### src/rtl/ts_serial_deframer_pkg.sv
// rtl/ts_serial_deframer_pkg.sv - shared constants, state encoding and helpers for the TS deframer
package ts_pkg;

  localparam int         TS_PKT_LEN   = 188;
  localparam logic [7:0] TS_SYNC_BYTE = 8'h47;
  localparam int         TS_PID_W     = 13;

  typedef enum logic [1:0] {
    HUNT,
    VERIFY,
    LOCKED
  } ts_state_e;

  function automatic logic [15:0] sat_inc16(input logic [15:0] v);
    return (v == 16'hFFFF) ? v : v + 16'd1;
  endfunction

endpackage

### src/rtl/ts_serial_deframer_bit_sampler.sv
// rtl/ts_serial_deframer_bit_sampler.sv - oversampling front end: synchronizers, ts_clk fall detect, MSB-first shifter
module ts_bit_sampler (
  input  logic       i_clk,
  input  logic       i_rst_n,
  input  logic       i_ts_clk,
  input  logic       i_ts_valid,
  input  logic       i_ts_sync,
  input  logic       i_ts_d0,
  input  logic       i_hunt,
  output logic [7:0] o_byte,
  output logic       o_byte_done,
  output logic       o_sync_at_msb
);

  logic [2:0] r_clk_sync;
  logic [1:0] r_valid_sync;
  logic [1:0] r_sync_sync;
  logic [1:0] r_d0_sync;
  logic [6:0] r_shift;
  logic [2:0] r_bit_cnt;
  logic       r_msb_sync;
  logic       w_sample;
  logic       w_realign;

  // ts_clk gets one extra stage so its fall lines up with the 2-stage data path
  assign w_sample    = r_clk_sync[2] & ~r_clk_sync[1] & r_valid_sync[1];
  assign w_realign   = w_sample & i_hunt & r_sync_sync[1];
  assign o_byte      = {r_shift, r_d0_sync[1]};
  assign o_byte_done = w_sample & ~w_realign & (r_bit_cnt == 3'd7);
  assign o_sync_at_msb = r_msb_sync;

  always_ff @(posedge i_clk or negedge i_rst_n) begin
    if (!i_rst_n) begin
      r_clk_sync   <= '0;
      r_valid_sync <= '0;
      r_sync_sync  <= '0;
      r_d0_sync    <= '0;
      r_shift      <= '0;
      r_bit_cnt    <= '0;
      r_msb_sync   <= 1'b0;
    end else begin
      r_clk_sync   <= {r_clk_sync[1:0], i_ts_clk};
      r_valid_sync <= {r_valid_sync[0], i_ts_valid};
      r_sync_sync  <= {r_sync_sync[0], i_ts_sync};
      r_d0_sync    <= {r_d0_sync[0], i_ts_d0};
      if (w_sample) begin
        r_shift <= {r_shift[5:0], r_d0_sync[1]};
        if (w_realign) begin
          r_bit_cnt  <= 3'd1;
          r_msb_sync <= 1'b1;
        end else begin
          r_bit_cnt <= r_bit_cnt + 3'd1;
          if (r_bit_cnt == 3'd0)
            r_msb_sync <= 1'b0;
        end
      end
    end
  end

endmodule

### src/rtl/ts_serial_deframer.sv
// rtl/ts_serial_deframer.sv - serial MPEG-TS deframer with 188-byte packet lock; TS_PID_FILTER_EN adds PID filtering
module ts_serial_deframer
  import ts_pkg::*;
#(
  parameter int         PKT_LEN    = TS_PKT_LEN,
  parameter logic [7:0] SYNC_BYTE  = TS_SYNC_BYTE,
  parameter int         LOCK_CNT   = 3,
  parameter int         UNLOCK_CNT = 2
) (
  input  logic        i_clk,
  input  logic        i_rst_n,
  input  logic        i_ts_clk,
  input  logic        i_ts_valid,
  input  logic        i_ts_sync,
  input  logic        i_ts_d0,
`ifdef TS_PID_FILTER_EN
  input  logic [TS_PID_W-1:0] i_pid_sel,
  input  logic        i_pid_filt_on,
`endif
  output logic [7:0]  o_out_data,
  output logic        o_out_valid,
  output logic        o_out_sop,
  output logic        o_out_eop,
  output logic        o_locked,
  output logic [15:0] o_pkt_cnt,
  output logic [15:0] o_err_cnt
);

  localparam int CNT_W  = $clog2(PKT_LEN);
  localparam int GOOD_W = $clog2(LOCK_CNT + 1);
  localparam int MISS_W = $clog2(UNLOCK_CNT + 1);

  ts_state_e         r_state, w_state_nxt;
  logic [CNT_W-1:0]  r_byte_cnt, w_byte_cnt_nxt, w_cnt_inc;
  logic [GOOD_W-1:0] r_good, w_good_nxt;
  logic [MISS_W-1:0] r_miss, w_miss_nxt;
  logic [7:0]        w_byte;
  logic              w_byte_done, w_sync_at_msb, w_sync_ok, w_at_sop, w_at_eop;
  logic              w_emit, w_err_inc;
  logic [7:0]        w_out_data;
  logic              w_out_valid, w_out_sop, w_out_eop;
  logic [7:0]        r_out_data;
  logic              r_out_valid, r_out_sop, r_out_eop;
  logic [15:0]       r_pkt_cnt, r_err_cnt;

  ts_bit_sampler u_sampler (
    .i_clk         (i_clk),
    .i_rst_n       (i_rst_n),
    .i_ts_clk      (i_ts_clk),
    .i_ts_valid    (i_ts_valid),
    .i_ts_sync     (i_ts_sync),
    .i_ts_d0       (i_ts_d0),
    .i_hunt        (r_state == HUNT),
    .o_byte        (w_byte),
    .o_byte_done   (w_byte_done),
    .o_sync_at_msb (w_sync_at_msb)
  );

  assign w_sync_ok = (w_byte == SYNC_BYTE);
  assign w_at_sop  = (r_byte_cnt == '0);
  assign w_at_eop  = (r_byte_cnt == CNT_W'(PKT_LEN - 1));
  assign w_cnt_inc = w_at_eop ? '0 : r_byte_cnt + 1'b1;

  always_ff @(posedge i_clk or negedge i_rst_n) begin
    if (!i_rst_n) r_state <= HUNT;
    else          r_state <= w_state_nxt;
  end

  always_comb begin
    w_state_nxt    = r_state;
    w_byte_cnt_nxt = r_byte_cnt;
    w_good_nxt     = r_good;
    w_miss_nxt     = r_miss;
    w_emit         = 1'b0;
    w_err_inc      = 1'b0;
    if (w_byte_done) begin
      case (r_state)
        HUNT: begin
          if (w_sync_at_msb && w_sync_ok) begin
            w_state_nxt    = VERIFY;
            w_byte_cnt_nxt = CNT_W'(1);
            w_good_nxt     = GOOD_W'(1);
          end
        end
        VERIFY: begin
          w_byte_cnt_nxt = w_cnt_inc;
          if (w_at_sop) begin
            if (!w_sync_ok) begin
              w_state_nxt = HUNT;
              w_good_nxt  = '0;
            end else if (r_good + 1'b1 == GOOD_W'(LOCK_CNT)) begin
              // the sync byte that completes lock opens the first delivered packet
              w_state_nxt = LOCKED;
              w_miss_nxt  = '0;
              w_emit      = 1'b1;
            end else begin
              w_good_nxt = r_good + 1'b1;
            end
          end
        end
        LOCKED: begin
          w_byte_cnt_nxt = w_cnt_inc;
          w_emit         = 1'b1;
          if (w_at_sop) begin
            if (w_sync_ok) begin
              w_miss_nxt = '0;
            end else begin
              w_err_inc  = 1'b1;
              w_miss_nxt = r_miss + 1'b1;
              if (r_miss + 1'b1 == MISS_W'(UNLOCK_CNT)) begin
                w_state_nxt = HUNT;
                w_emit      = 1'b0;
                w_good_nxt  = '0;
                w_miss_nxt  = '0;
              end
            end
          end
        end
        default: w_state_nxt = HUNT;
      endcase
    end
  end

`ifdef TS_PID_FILTER_EN
  logic [2:0][7:0]     r_dl_data;
  logic [2:0]          r_dl_sop, r_dl_eop, r_dl_vld;
  logic [4:0]          r_pid_hi;
  logic [TS_PID_W-1:0] r_pid_sel;
  logic                r_pass_new, r_pass_cur, w_pass_out;

  // a sop leaving the line belongs to the packet whose PID was just resolved at byte 2
  assign w_pass_out  = r_dl_sop[2] ? r_pass_new : r_pass_cur;
  assign w_out_valid = w_emit & r_dl_vld[2] & w_pass_out;
  assign w_out_data  = r_dl_data[2];
  assign w_out_sop   = r_dl_sop[2];
  assign w_out_eop   = r_dl_eop[2];

  always_ff @(posedge i_clk or negedge i_rst_n) begin
    if (!i_rst_n) begin
      r_dl_data  <= '0;
      r_dl_sop   <= '0;
      r_dl_eop   <= '0;
      r_dl_vld   <= '0;
      r_pid_hi   <= '0;
      r_pid_sel  <= '0;
      r_pass_new <= 1'b0;
      r_pass_cur <= 1'b0;
    end else if (w_state_nxt != LOCKED) begin
      r_dl_vld <= '0;
    end else if (w_emit) begin
      r_dl_data  <= {r_dl_data[1:0], w_byte};
      r_dl_sop   <= {r_dl_sop[1:0], w_at_sop};
      r_dl_eop   <= {r_dl_eop[1:0], w_at_eop};
      r_dl_vld   <= {r_dl_vld[1:0], 1'b1};
      r_pass_cur <= w_pass_out;
      if (w_at_sop)
        r_pid_sel <= i_pid_sel;
      if (r_byte_cnt == CNT_W'(1))
        r_pid_hi <= w_byte[4:0];
      if (r_byte_cnt == CNT_W'(2))
        r_pass_new <= !i_pid_filt_on || ({r_pid_hi, w_byte} == r_pid_sel);
    end
  end
`else
  assign w_out_valid = w_emit;
  assign w_out_data  = w_byte;
  assign w_out_sop   = w_at_sop;
  assign w_out_eop   = w_at_eop;
`endif

  always_ff @(posedge i_clk or negedge i_rst_n) begin
    if (!i_rst_n) begin
      r_byte_cnt  <= '0;
      r_good      <= '0;
      r_miss      <= '0;
      r_out_data  <= '0;
      r_out_valid <= 1'b0;
      r_out_sop   <= 1'b0;
      r_out_eop   <= 1'b0;
      r_pkt_cnt   <= '0;
      r_err_cnt   <= '0;
    end else begin
      r_byte_cnt  <= w_byte_cnt_nxt;
      r_good      <= w_good_nxt;
      r_miss      <= w_miss_nxt;
      r_out_valid <= w_out_valid;
      r_out_sop   <= w_out_valid & w_out_sop;
      r_out_eop   <= w_out_valid & w_out_eop;
      if (w_out_valid)
        r_out_data <= w_out_data;
      if (w_out_valid && w_out_eop)
        r_pkt_cnt <= sat_inc16(r_pkt_cnt);
      if (w_err_inc)
        r_err_cnt <= sat_inc16(r_err_cnt);
    end
  end

  assign o_out_data  = r_out_data;
  assign o_out_valid = r_out_valid;
  assign o_out_sop   = r_out_sop;
  assign o_out_eop   = r_out_eop;
  assign o_locked    = (r_state == LOCKED);
  assign o_pkt_cnt   = r_pkt_cnt;
  assign o_err_cnt   = r_err_cnt;

endmodule

### config.mk
export PLATFORM = sky130hd
export DESIGN_NAME = ts_serial_deframer
export DESIGN_NICKNAME = d
export VERILOG_FILES = /design/src/rtl/ts_serial_deframer_pkg.sv /design/src/rtl/ts_serial_deframer_bit_sampler.sv /design/src/rtl/ts_serial_deframer.sv
export SDC_FILE = /design/constraint.sdc
export NUM_CORES = 1
export LEC_CHECK = 0
export CAP_MARGIN = 40
export CORE_UTILIZATION = 50
export DETAILED_ROUTE_END_ITERATION = 12
export PLACE_DENSITY = 0.75
export RECOVER_POWER = 100
export SLEW_MARGIN = 0
export SYNTH_ARGS = -nofsm -noshare
export SYNTH_HDL_FRONTEND = slang
export SYNTH_HIERARCHICAL = 1
export SYNTH_SLANG_ARGS = --single-unit
export TNS_END_PERCENT = 100
### constraint.sdc
create_clock -name i_clk -period 6.2 [get_ports i_clk]
set_clock_uncertainty 0.15 [all_clocks]
set_input_delay 1.24 -clock i_clk [delete_from_list [all_inputs] [get_ports i_clk]]
set_output_delay 1.24 -clock i_clk [all_outputs]
set_load 0.02 [all_outputs]
# After elaboration in Yosys (flattened, before gate mapping)
# Cells that the tools add are included.
totals:
  ff_bits: 77
  out_inout_bits: 44
  elab_cells: 107
classes:
  addsub: 6
  n_eq_ne: 18
  mux: 37
  bitwise: 12
  n_reduce_logical: 17
op_table:
  columns: ["op", "n"]
  rows:
  - ["adder 16 x 1 -> 16 bit (second input constant)", 2]
  - ["== test 16 bit (second input constant)", 2]
  - ["two-way mux 2 bit", 16]
  - ["two-way mux 8 bit", 2]
  - ["case mux 8 bit (2 select lines)", 1]
  - ["two-way mux 1 bit", 13]
  - ["case mux 2 bit (3 select lines)", 2]
  - ["inequality test 2 bit (second input constant)", 5]
  - ["adder 8 x 1 -> 8 bit (second input constant)", 1]
  - ["AND 1 bit", 8]
  - ["== test 8 x 7 -> 1 bit (second input constant)", 1]
  - ["== test 8 bit (second input constant)", 1]
  - ["zero test 8 bit", 1]
  - ["AND reduction 8 bit", 1]
  - ["AND reduction 7 bit", 1]
  - ["== test 2 bit (second input constant)", 3]
  - ["inequality test 3 bit (second input constant)", 2]
  - ["AND reduction 2 bit", 3]
  - ["AND reduction 6 bit", 1]
  - ["nonzero test 2 bit", 3]
  - ["adder 2 x 1 -> 2 bit (second input constant)", 2]
  - ["inequality test 2 x 1 -> 1 bit (second input constant)", 2]
  - ["NOT 1 bit", 4]
  - ["case mux 2 bit (2 select lines)", 1]
  - ["other kinds (11)", 12]

# Logic depth before layout (Yosys ltp)
# Gate-level depths: netlist (run 1).
depth:
  word_depth: 11
  depth_mapped: 11

# By module
# The synthesis (run 1) kept the hierarchy.
modules_own_cells:
  columns: ["module", "instances", "cells_each", "area_per_inst_um2", "seq_area_each_um2"]
  rows:
  - ["ts_serial_deframer", 1, 276, 2999.1, 1426.4]
  - ["ts_bit_sampler", 1, 48, 737.0, 500.5]

# Worst setup path before layout (run 1)
# OpenSTA, ideal clock, no wires.
synth_timing:
  path_type: "flip-flop to flip-flop"
  startpoint: "reg u_sampler.r_clk_sync[1]"
  endpoint: "reg r_out_data[0] (netlist: o_out_data[0])"
  setup_ns: 0.125
  t_arrival_ns: 2.225
  t_required_ns: 5.925
  setup_slack_ns: 3.700
  path_stages_with_launch: 11
  n_path_buf: 3
  synth_period_minus_slack_ns: 2.500
  path_cell_list: "dfrtp_1 -> nand3b_4 -> buf_6 -> a21oi_1 -> and2_1 -> clkbuf_1 -> nand4_1 -> or3_4 -> and2_4 -> buf_6 -> mux2_4"
synth_via:
  elab_chain_cells: 9
synth_rtl:
  columns: ["item", "line", "text"]
  rows:
  - ["start, declared", "ts_serial_deframer_bit_sampler.sv:15", "logic [2:0] r_clk_sync;"]
  - ["start signal, assigned", "ts_serial_deframer_bit_sampler.sv:42", "r_clk_sync <= {r_clk_sync[1:0], i_ts_clk};"]
  - ["NOT 1 bit (*)", "ts_serial_deframer_bit_sampler.sv:26", "assign w_sample = r_clk_sync[2] & ~r_clk_sync[1] & r_valid_sync[1];"]
  - ["AND 1 bit (*) (2 in series)", "ts_serial_deframer_bit_sampler.sv:26", null]
  - ["AND 1 bit (2 in series)", "ts_serial_deframer_bit_sampler.sv:27", "assign w_realign = w_sample & i_hunt & r_sync_sync[1];"]
  - ["NOT 1 bit", "ts_serial_deframer_bit_sampler.sv:29", "assign o_byte_done = w_sample & ~w_realign & (r_bit_cnt == 3'd7);"]
  - ["AND 1 bit (*) (2 in series)", "ts_serial_deframer_bit_sampler.sv:29", null]
  - ["net w_byte_done", "ts_serial_deframer.sv:38", "logic w_byte_done, w_sync_at_msb, w_sync_ok, w_at_sop, w_at_eop;"]
  - ["two-way mux 1 bit (*)", "ts_serial_deframer.sv:76", "if (w_byte_done) begin"]
  - ["end signal, assigned", "ts_serial_deframer.sv:190", "r_out_data <= w_out_data;"]
  - ["end, declared", "ts_serial_deframer.sv:42", "logic [7:0] r_out_data;"]
# Mark *: on every way through the listed nets, which the timed path passes. The rest lies on a longest branch.
# A chain may end at the register's enable or synchronous reset.

# Final worst setup path (run 1)
layout_timing:
  startpoint: "reg r_state[0]"
  endpoint: "out o_locked"
layout_via:
  elab_chain_cells: 1
layout_rtl:
  columns: ["item", "line", "text"]
  rows:
  - ["start, declared", "ts_serial_deframer.sv:33", "ts_state_e r_state, w_state_nxt;"]
  - ["start signal, assigned", "ts_serial_deframer.sv:66", "else r_state <= w_state_nxt;"]
  - ["== test 2 bit", "ts_serial_deframer.sv:202", "assign o_locked = (r_state == LOCKED);"]
  - ["end, declared", "ts_serial_deframer.sv:24", "output logic o_locked,"]
# Every way passes these cells.

==> results of run 1 <==
==> layer usage <==
layer	wire length, um	global-route usage [%]	vias up
met2	3280	30.8	35
met5	0	0	-
met1	3200	25.4	1258
met3	169	4.48	11
li1	-	-	1235
met4	110	7.04	0
==> layout make-up <==
class,instances,area (um2)
multi-input cells,219,1560
well taps,99,124
clock buffers,9,124
clock inverters,7,66.3
repair buffers,50,512
inverters,21,78.8
flip-flops and latches,77,1930
fillers,626,2860
==> sequential cells by signal (all words and copies together), names as in the netlist <==
signal	cells
o_pkt_cnt	16
o_out_eop	1
u_sampler/r_valid_sync	2
u_sampler/r_sync_sync	2
u_sampler/r_shift	7
r_byte_cnt	8
r_miss	2
r_good	2
o_err_cnt	16
o_out_sop	1
u_sampler/r_d0_sync	2
o_out_data	8
u_sampler/o_sync_at_msb	1
u_sampler/r_bit_cnt	3
u_sampler/r_clk_sync	3
r_state	2
o_out_valid	1
==> report_power, final <==
group | internal (mW) | total (mW) | switching (mW)
clock network | 0.184 | 0.369 | 0.186
registers | 0.529 | 0.559 | 0.0295
logic | 0.0299 | 0.0570 | 0.0271
total | 0.743 | 0.985 | 0.242
==> through the flow <==
stage	hold WS [ns]	cell area [um2]	utilization, %
2_1_floorplan	0.181	3740	-
5_1_grt	0.209	4390	60.5
3_5_place_dp	0.185	4330	59.6
6_report	0.202	4390	60.5
3_3_place_gp	0.183	4300	59.3
4_1_cts	0.205	4520	62.3
==> worst max path at each step <==
stage	end	slack (ns)	cells after the start
3_5_place_dp	o_locked	3.32	3
5_1_grt	o_out_data[5]	2.68	7
2_1_floorplan	o_out_data[0]	3.70	10
4_1_cts	o_locked	2.93	3
6_report	o_locked	2.90	3
3_3_place_gp	o_locked	3.35	3
==> cells in the final DEF (no fill, tap or decap), types with 3 or more instances in the layout <==
| master | n |
|---|---|
| sky130_fd_sc_hd__dfrtp_1 | 77 |
| sky130_fd_sc_hd__dlygate4sd3_1 | 48 |
| sky130_fd_sc_hd__nor2_1 | 26 |
| sky130_fd_sc_hd__nand2_1 | 23 |
| sky130_fd_sc_hd__xor2_1 | 22 |
| sky130_fd_sc_hd__inv_1 | 21 |
| sky130_fd_sc_hd__nor3_1 | 20 |
| sky130_fd_sc_hd__xnor2_1 | 14 |
| sky130_fd_sc_hd__nand3_1 | 13 |
| sky130_fd_sc_hd__ha_1 | 12 |
| sky130_fd_sc_hd__nand4_1 | 9 |
| sky130_fd_sc_hd__mux2_2 | 9 |
| sky130_fd_sc_hd__mux2_1 | 9 |
| sky130_fd_sc_hd__clkbuf_8 | 9 |
| sky130_fd_sc_hd__and3_1 | 6 |
| sky130_fd_sc_hd__a21oi_1 | 6 |
| sky130_fd_sc_hd__o21ai_0 | 6 |
| sky130_fd_sc_hd__nor4_1 | 4 |
| sky130_fd_sc_hd__clkinv_2 | 4 |
| sky130_fd_sc_hd__nand2b_1 | 3 |
==> kinds of logic (layout without fill, tap and decap cells) <==
| logic type | after synthesis | in the layout | share of synthesized area, % |
|---|---|---|---|
| xor gates and xnor gates | 36 | 36 | 8.44 |
| muxes | 20 | 20 | 6.87 |
| adders and majority gates | 12 | 12 | 4.02 |
| AOI/OAI and AO/OA | 27 | 27 | 5.49 |
| DFF | 77 | 77 | 51.6 |
| and+or+nand+nor | 124 | 124 | 20.2 |
| buffers and inverters | 28 | 87 | 3.45 |
==> run_summary.xml, run 1 <==
<?xml version="1.0" encoding="UTF-8"?>
<metrics>
  <group name="detailed_routing">
    <metric name="detail-route-antenna-nets" unit="">0</metric>
    <metric name="post_route_drc_violation_count" unit="">0</metric>
    <metric name="route.final.wire_length" unit="um">6760</metric>
    <metric name="first_pass_iters" unit="">4</metric>
    <metric name="avgViaCountPerCell" unit="">5.27</metric>
    <metric name="routed-via-count" unit="">2539</metric>
    <metric name="avgRoutedWirePerCell" unit="um">14.0</metric>
    <metric name="drt-initial-drc-count" unit="">70</metric>
  </group>
  <group name="worst_setup_path">
    <metric name="timing.critical_path.max_delay_family" unit="">buffers and inverters</metric>
    <metric name="path_buf_inv" unit="">2</metric>
    <metric name="reg2reg_setup_slack" unit="ns">2.94</metric>
    <metric name="regToRegEndpoint" unit="">o_out_data[3]</metric>
    <metric name="worst_r2r_path_depth" unit="">7</metric>
    <metric name="path_cells" unit="">inv_1 &gt; ha_1 &gt; dlygate4sd3_1</metric>
    <metric name="cpPeakStageDelay" unit="ns">0.74</metric>
    <metric name="worst_setup_path_end_kind" unit="">output port</metric>
    <metric name="worst_setup_path_startpoint" unit="">r_state[0]</metric>
    <metric name="worst_setup_path_start_kind" unit="">flop</metric>
    <metric name="worstPathMaxFanout" unit="">8</metric>
    <metric name="crit-reg2reg-launch" unit="">u_sampler/r_clk_sync[1]</metric>
    <metric name="worst_ep_required" unit="ns">4.81</metric>
    <metric name="path_class" unit="">flop to output port</metric>
    <metric name="worst_path_max_delay_cell" unit="">sky130_fd_sc_hd__dlygate4sd3_1</metric>
    <metric name="worstPathArrival" unit="ns">1.91</metric>
  </group>
  <group name="clock_tree">
    <metric name="clk_pin_slew_worst_paths" unit="ns">0.07</metric>
    <metric name="root_buffer" unit="">sky130_fd_sc_hd__clkbuf_8</metric>
    <metric name="hold_buffers" unit="">0</metric>
    <metric name="cts-buffers-inserted" unit="">9</metric>
    <metric name="postCtsResizedCells" unit="">0</metric>
    <metric name="cts_max_level" unit="">3</metric>
    <metric name="post_cts_buffers" unit="">0</metric>
    <metric name="tritoncts_clock_tree" unit="">done</metric>
    <metric name="clock_sink_count" unit="">77</metric>
    <metric name="clock_tree.buffer_depth" unit="">2</metric>
    <metric name="insertion_delay" unit="ns">0.34</metric>
  </group>
  <group name="die">
    <metric name="effective_utilization_at_floorplan" unit="%">51.5</metric>
    <metric name="fp.coreArea" unit="um2">7250</metric>
    <metric name="die_height" unit="um">88.4</metric>
    <metric name="die-area" unit="um2">7820</metric>
    <metric name="rows" unit="">31</metric>
    <metric name="boundaryPins" unit="">50</metric>
    <metric name="die-width" unit="um">88.4</metric>
  </group>
  <group name="run_status">
    <metric name="violations" unit="">max-capacitance violations, max-slew violations</metric>
    <metric name="outcome" unit="">finished with violations</metric>
  </group>
  <group name="timing">
    <metric name="normalized_max_slew_margin" unit="%">-4.08</metric>
    <metric name="finalHoldViolCount" unit="">0</metric>
    <metric name="timing.final.setup_violations" unit="">0</metric>
    <metric name="rsz0062_at_grt" unit="">no</metric>
    <metric name="max_clock_freq" unit="MHz">303</metric>
    <metric name="worst_case_setup_margin_in_the_final_layout" unit="ns">2.90</metric>
    <metric name="timing_max_transition_violations_final" unit="">28</metric>
    <metric name="fin_tns_setup" unit="ns">0</metric>
    <metric name="timing.final.crit_period" unit="ns">3.30</metric>
    <metric name="finalCritPeriodShare" unit="%">53.3</metric>
    <metric name="tightest_slew" unit="ns">1.56</metric>
  </group>
  <group name="synthesis">
    <metric name="synth.avg_cell_area" unit="um2">11.5</metric>
    <metric name="synthDominantCellAreaShare" unit="%">51.6</metric>
    <metric name="largest_area_contributor_in_the_netlist" unit="">sky130_fd_sc_hd__dfrtp_1</metric>
    <metric name="synth_warnings" unit="">6</metric>
    <metric name="synth-edff-count" unit="">0</metric>
    <metric name="most_instantiated_library_cell_after_synthesis" unit="">sky130_fd_sc_hd__dfrtp_1</metric>
    <metric name="synth.top_cells.by_count" unit="">sky130_fd_sc_hd__dfrtp_1, sky130_fd_sc_hd__nor2_1, sky130_fd_sc_hd__nand2_1</metric>
    <metric name="ys_seq_elements" unit="">77</metric>
    <metric name="yosys_most_used_dff" unit="">sky130_fd_sc_hd__dfrtp_1</metric>
    <metric name="post_synth_inst_count" unit="">324</metric>
    <metric name="synthTopCellsByArea" unit="">sky130_fd_sc_hd__dfrtp_1, sky130_fd_sc_hd__xor2_1, sky130_fd_sc_hd__ha_1</metric>
    <metric name="ys_seq_area_share" unit="%">51.6</metric>
    <metric name="synth-async-reset-ratio" unit="%">100</metric>
    <metric name="syn-num-nets" unit="">342</metric>
    <metric name="netlist_area_pre_place" unit="um2">3740</metric>
    <metric name="post_synth_num_cell_types" unit="">53</metric>
  </group>
  <group name="power_and_ir_drop">
    <metric name="report.power.total" unit="mW">0.985</metric>
    <metric name="worst_ir_drop_vdd" unit="mV">0.136</metric>
    <metric name="power.density_cell_area" unit="nW/um2">224</metric>
    <metric name="power_leakage" unit="nW">2.17</metric>
  </group>
  <group name="worst_hold_path">
    <metric name="holdCritPathClass" unit="">flop to flop</metric>
    <metric name="hold_path.startpoint" unit="">u_sampler/r_sync_sync[0]</metric>
    <metric name="worstHoldEndpoint" unit="">u_sampler/r_sync_sync[1]</metric>
    <metric name="holdPathStages" unit="">0</metric>
  </group>
  <group name="job">
    <metric name="max_cap_viol_count" unit="">1</metric>
  </group>
  <group name="placement">
    <metric name="hpwlAfterDp" unit="um">4800</metric>
    <metric name="gp_congestion" unit="">0.770</metric>
    <metric name="post-place-cells" unit="">466</metric>
    <metric name="io_buffers" unit="">49</metric>
    <metric name="pre_cts_ws" unit="ns">3.32</metric>
  </group>
  <group name="global_route">
    <metric name="initial_antenna_violation_count" unit="">0</metric>
    <metric name="first_global_vias" unit="">2477</metric>
    <metric name="first_pass_grt_wire_length" unit="um">11500</metric>
    <metric name="grtUsageTotal" unit="%">19.2</metric>
    <metric name="grt_overflow_total" unit="">0</metric>
    <metric name="grt_start_max_net_pins" unit="">51</metric>
  </group>
  <group name="finish">
    <metric name="areaGrowthSynthToFinish" unit="%">17.5</metric>
    <metric name="number_of_antenna_cells_inserted" unit="">0</metric>
    <metric name="post_route_cells_drive_above_1_share" unit="%">8.88</metric>
    <metric name="nNetsFinal" unit="">396</metric>
    <metric name="finish.cell_count_without_fillers" unit="">482</metric>
  </group>
</metrics>
No activity file was read; power rests on OpenSTA's default activity.
==> run 2, diff against run 1 <==
--- a/config.mk
+++ b/config.mk
@@ -8,7 +8,7 @@
 export CAP_MARGIN = 40
 export CORE_UTILIZATION = 50
 export DETAILED_ROUTE_END_ITERATION = 12
-export PLACE_DENSITY = 0.75
+export PLACE_DENSITY = 0.77
 export RECOVER_POWER = 100
 export SLEW_MARGIN = 0
 export SYNTH_ARGS = -nofsm -noshare
==> constraint.sdc (replaced) <==
create_clock -name i_clk -period 2.68 [get_ports i_clk]
set_clock_uncertainty 0.15 [all_clocks]
set_input_delay 0.536 -clock i_clk [delete_from_list [all_inputs] [get_ports i_clk]]
set_output_delay 0.536 -clock i_clk [all_outputs]
set_load 0.02 [all_outputs]
==> run 2 against run 1 <==
- the run now ends clean
- final cell count rose by 1.2%
- combinational power grew 130%
- critical path depth is the same
- hold slack lost 0.0034 ns
- first-iteration DRC count increased by 21%
- die area stayed put
- setup slack worse by 2.8 ns
==> run_summary.xml, run 2 (synthesis results as in run 1) <==
<?xml version="1.0" encoding="UTF-8"?>
<metrics>
  <group name="worst_setup_path">
    <metric name="worstPathArrival" unit="ns">1.85</metric>
    <metric name="worstPathMaxFanout" unit="">8</metric>
    <metric name="worst_ep_required" unit="ns">1.99</metric>
    <metric name="crit-reg2reg-launch" unit="">r_state[0]</metric>
    <metric name="worst_r2r_path_depth" unit="">8</metric>
    <metric name="reg2reg_setup_slack" unit="ns">0.22</metric>
    <metric name="worst_setup_path_end_kind" unit="">output port</metric>
    <metric name="path_class" unit="">flop to output port</metric>
    <metric name="regToRegEndpoint" unit="">o_pkt_cnt[15]</metric>
    <metric name="worst_setup_path_start_kind" unit="">flop</metric>
  </group>
  <group name="worst_hold_path">
    <metric name="hold_path.startpoint" unit="">u_sampler/r_d0_sync[0]</metric>
    <metric name="holdCritPathClass" unit="">flop to flop</metric>
    <metric name="holdPathStages" unit="">0</metric>
    <metric name="worstHoldEndpoint" unit="">u_sampler/r_d0_sync[1]</metric>
  </group>
  <group name="clock_tree">
    <metric name="insertion_delay" unit="ns">0.34</metric>
    <metric name="tritoncts_clock_tree" unit="">done</metric>
    <metric name="clock_sink_count" unit="">77</metric>
    <metric name="post_cts_buffers" unit="">0</metric>
    <metric name="root_buffer" unit="">sky130_fd_sc_hd__clkbuf_8</metric>
    <metric name="clock_tree.buffer_depth" unit="">2</metric>
    <metric name="clk_pin_slew_worst_paths" unit="ns">0.07</metric>
    <metric name="cts_max_level" unit="">3</metric>
    <metric name="cts-buffers-inserted" unit="">9</metric>
  </group>
  <group name="finish">
    <metric name="most-common-layout-cells" unit="">sky130_fd_sc_hd__dfrtp_1, sky130_fd_sc_hd__dlygate4sd3_1, sky130_fd_sc_hd__nor2_1</metric>
    <metric name="areaGrowthSynthToFinish" unit="%">20.1</metric>
    <metric name="nNetsFinal" unit="">402</metric>
    <metric name="finish.cell_count_without_fillers" unit="">488</metric>
    <metric name="seqCellArea" unit="um2">1930</metric>
    <metric name="final_common_cell" unit="">sky130_fd_sc_hd__dfrtp_1</metric>
    <metric name="multiInputGateArea" unit="um2">1600</metric>
    <metric name="finish.instance_area" unit="um2">4490</metric>
    <metric name="final.fill_count" unit="">618</metric>
    <metric name="post_route_cells_drive_above_1_share" unit="%">11.8</metric>
    <metric name="number_of_antenna_cells_inserted" unit="">0</metric>
  </group>
  <group name="detailed_routing">
    <metric name="routed-via-count" unit="">2525</metric>
    <metric name="post_route_drc_violation_count" unit="">0</metric>
    <metric name="first_pass_iters" unit="">4</metric>
    <metric name="detail-route-antenna-nets" unit="">0</metric>
    <metric name="avgViaCountPerCell" unit="">5.17</metric>
    <metric name="route.final.wire_length" unit="um">6630</metric>
    <metric name="avgRoutedWirePerCell" unit="um">13.6</metric>
    <metric name="drt-initial-drc-count" unit="">85</metric>
  </group>
  <group name="global_route">
    <metric name="first_pass_grt_wire_length" unit="um">11400</metric>
    <metric name="grt_overflow_total" unit="">0</metric>
    <metric name="grt_start_max_net_pins" unit="">45</metric>
    <metric name="grtUsageTotal" unit="%">19.0</metric>
    <metric name="first_global_vias" unit="">2471</metric>
    <metric name="initial_antenna_violation_count" unit="">0</metric>
  </group>
  <group name="die">
    <metric name="boundaryPins" unit="">50</metric>
    <metric name="die_height" unit="um">88.4</metric>
    <metric name="die-area" unit="um2">7820</metric>
    <metric name="die-width" unit="um">88.4</metric>
    <metric name="rows" unit="">31</metric>
    <metric name="fp.coreArea" unit="um2">7250</metric>
    <metric name="effective_utilization_at_floorplan" unit="%">51.5</metric>
  </group>
  <group name="timing">
    <metric name="timing_max_transition_violations_final" unit="">0</metric>
    <metric name="rsz0062_at_grt" unit="">no</metric>
    <metric name="timing.final.setup_violations" unit="">0</metric>
    <metric name="finalCritPeriodShare" unit="%">94.7</metric>
    <metric name="timing.final.crit_period" unit="ns">2.54</metric>
    <metric name="fin_tns_setup" unit="ns">0</metric>
    <metric name="normalized_max_slew_margin" unit="%">44.6</metric>
    <metric name="max_clock_freq" unit="MHz">394</metric>
    <metric name="finalHoldViolCount" unit="">0</metric>
    <metric name="tightest_slew" unit="ns">0.831</metric>
  </group>
  <group name="placement">
    <metric name="io_buffers" unit="">49</metric>
    <metric name="dpl_cell_area" unit="um2">4360</metric>
    <metric name="post-place-cells" unit="">471</metric>
    <metric name="hpwlAfterDp" unit="um">4700</metric>
    <metric name="gp_congestion" unit="">0.827</metric>
  </group>
  <group name="run_status">
    <metric name="outcome" unit="">completed</metric>
  </group>
  <group name="power_and_ir_drop">
    <metric name="power.density_cell_area" unit="nW/um2">534</metric>
    <metric name="worst_ir_drop_vdd" unit="mV">0.273</metric>
    <metric name="power_leakage" unit="nW">2.22</metric>
  </group>
  <group name="job">
    <metric name="max_cap_viol_count" unit="">0</metric>
  </group>
</metrics>
[run 2: cell types whose count changed in the layout (fill, tap and decap cells not counted), sizes merged]
cell,delta
buf,+3
clkinv,-3
clkinvlp,-1
bufinv,+1
clkdlybuf4s50,+1
clkbuf,+5
[run 2: area by class of cell]
type	instances	area share [%]
clock buffers	12	3.46
clock inverters	4	1.56
inverters	21	1.76
multi-input cells	219	35.6
flip-flops and latches	77	42.9
well taps	99	2.76
repair buffers	56	12.0
[run 2: per-layer routing]
layer | track usage, % | part of all wire (%) | wire [um]
met1 | 25.4 | 48 | 3190
met4 | 9.09 | 2.1 | 141
met5 | 0 | 0 | 0
met2 | 30.3 | 47 | 3130
met3 | 3.26 | 2.4 | 158
[run 2: critical path, stage by stage (launching register included)]
cell and delay (ns):
sky130_fd_sc_hd__dfrtp_1 0.40, sky130_fd_sc_hd__inv_1 0.11, sky130_fd_sc_hd__ha_1 0.33, sky130_fd_sc_hd__clkdlybuf4s50_1 0.67
[run 2: worst max-delay path by stage]
stage                            startpoint       endpoint  cells past startpoint
floorplan           u_sampler/r_clk_sync[1]  o_out_data[0]                     10
global placement                 r_state[0]   o_pkt_cnt[1]                      7
detailed placement               r_state[0]  o_pkt_cnt[15]                      8
CTS                              r_state[0]  o_pkt_cnt[15]                      8
global route                     r_state[0]  o_pkt_cnt[15]                      8
finish                           r_state[0]       o_locked                      3
[run 2: per-stage QoR]
step                total power, mW  util (%)  setup slack [ns]  hold slack (ns)
global route                   2.50      61.9           0.00943            0.211
detailed placement             1.46      60.0             0.143            0.185
global placement               1.45      60.0             0.253            0.182
floorplan                      1.40         -             0.180           0.0904
CTS                            2.45      63.3            0.0974            0.200
finish                         2.40      61.9             0.143            0.199
[run 2: what timing repair did]
action | in CTS | in global routing
hold buffers | 1 | 0
resized for setup | 0 | 1
endpoints found under the setup margin | 0 | 16
hold endpoints to repair | 33 | 0
[run 2: report_power, final]
| part | switching, mW | internal (mW) | leakage, nW |
|---|---|---|---|
| sequential | 0.0630 | 1.22 | 1.04 |
| combinational | 0.0600 | 0.0725 | 1.07 |
| clock | 0.403 | 0.573 | 0.116 |
| total | 0.526 | 1.87 | 2.22 |
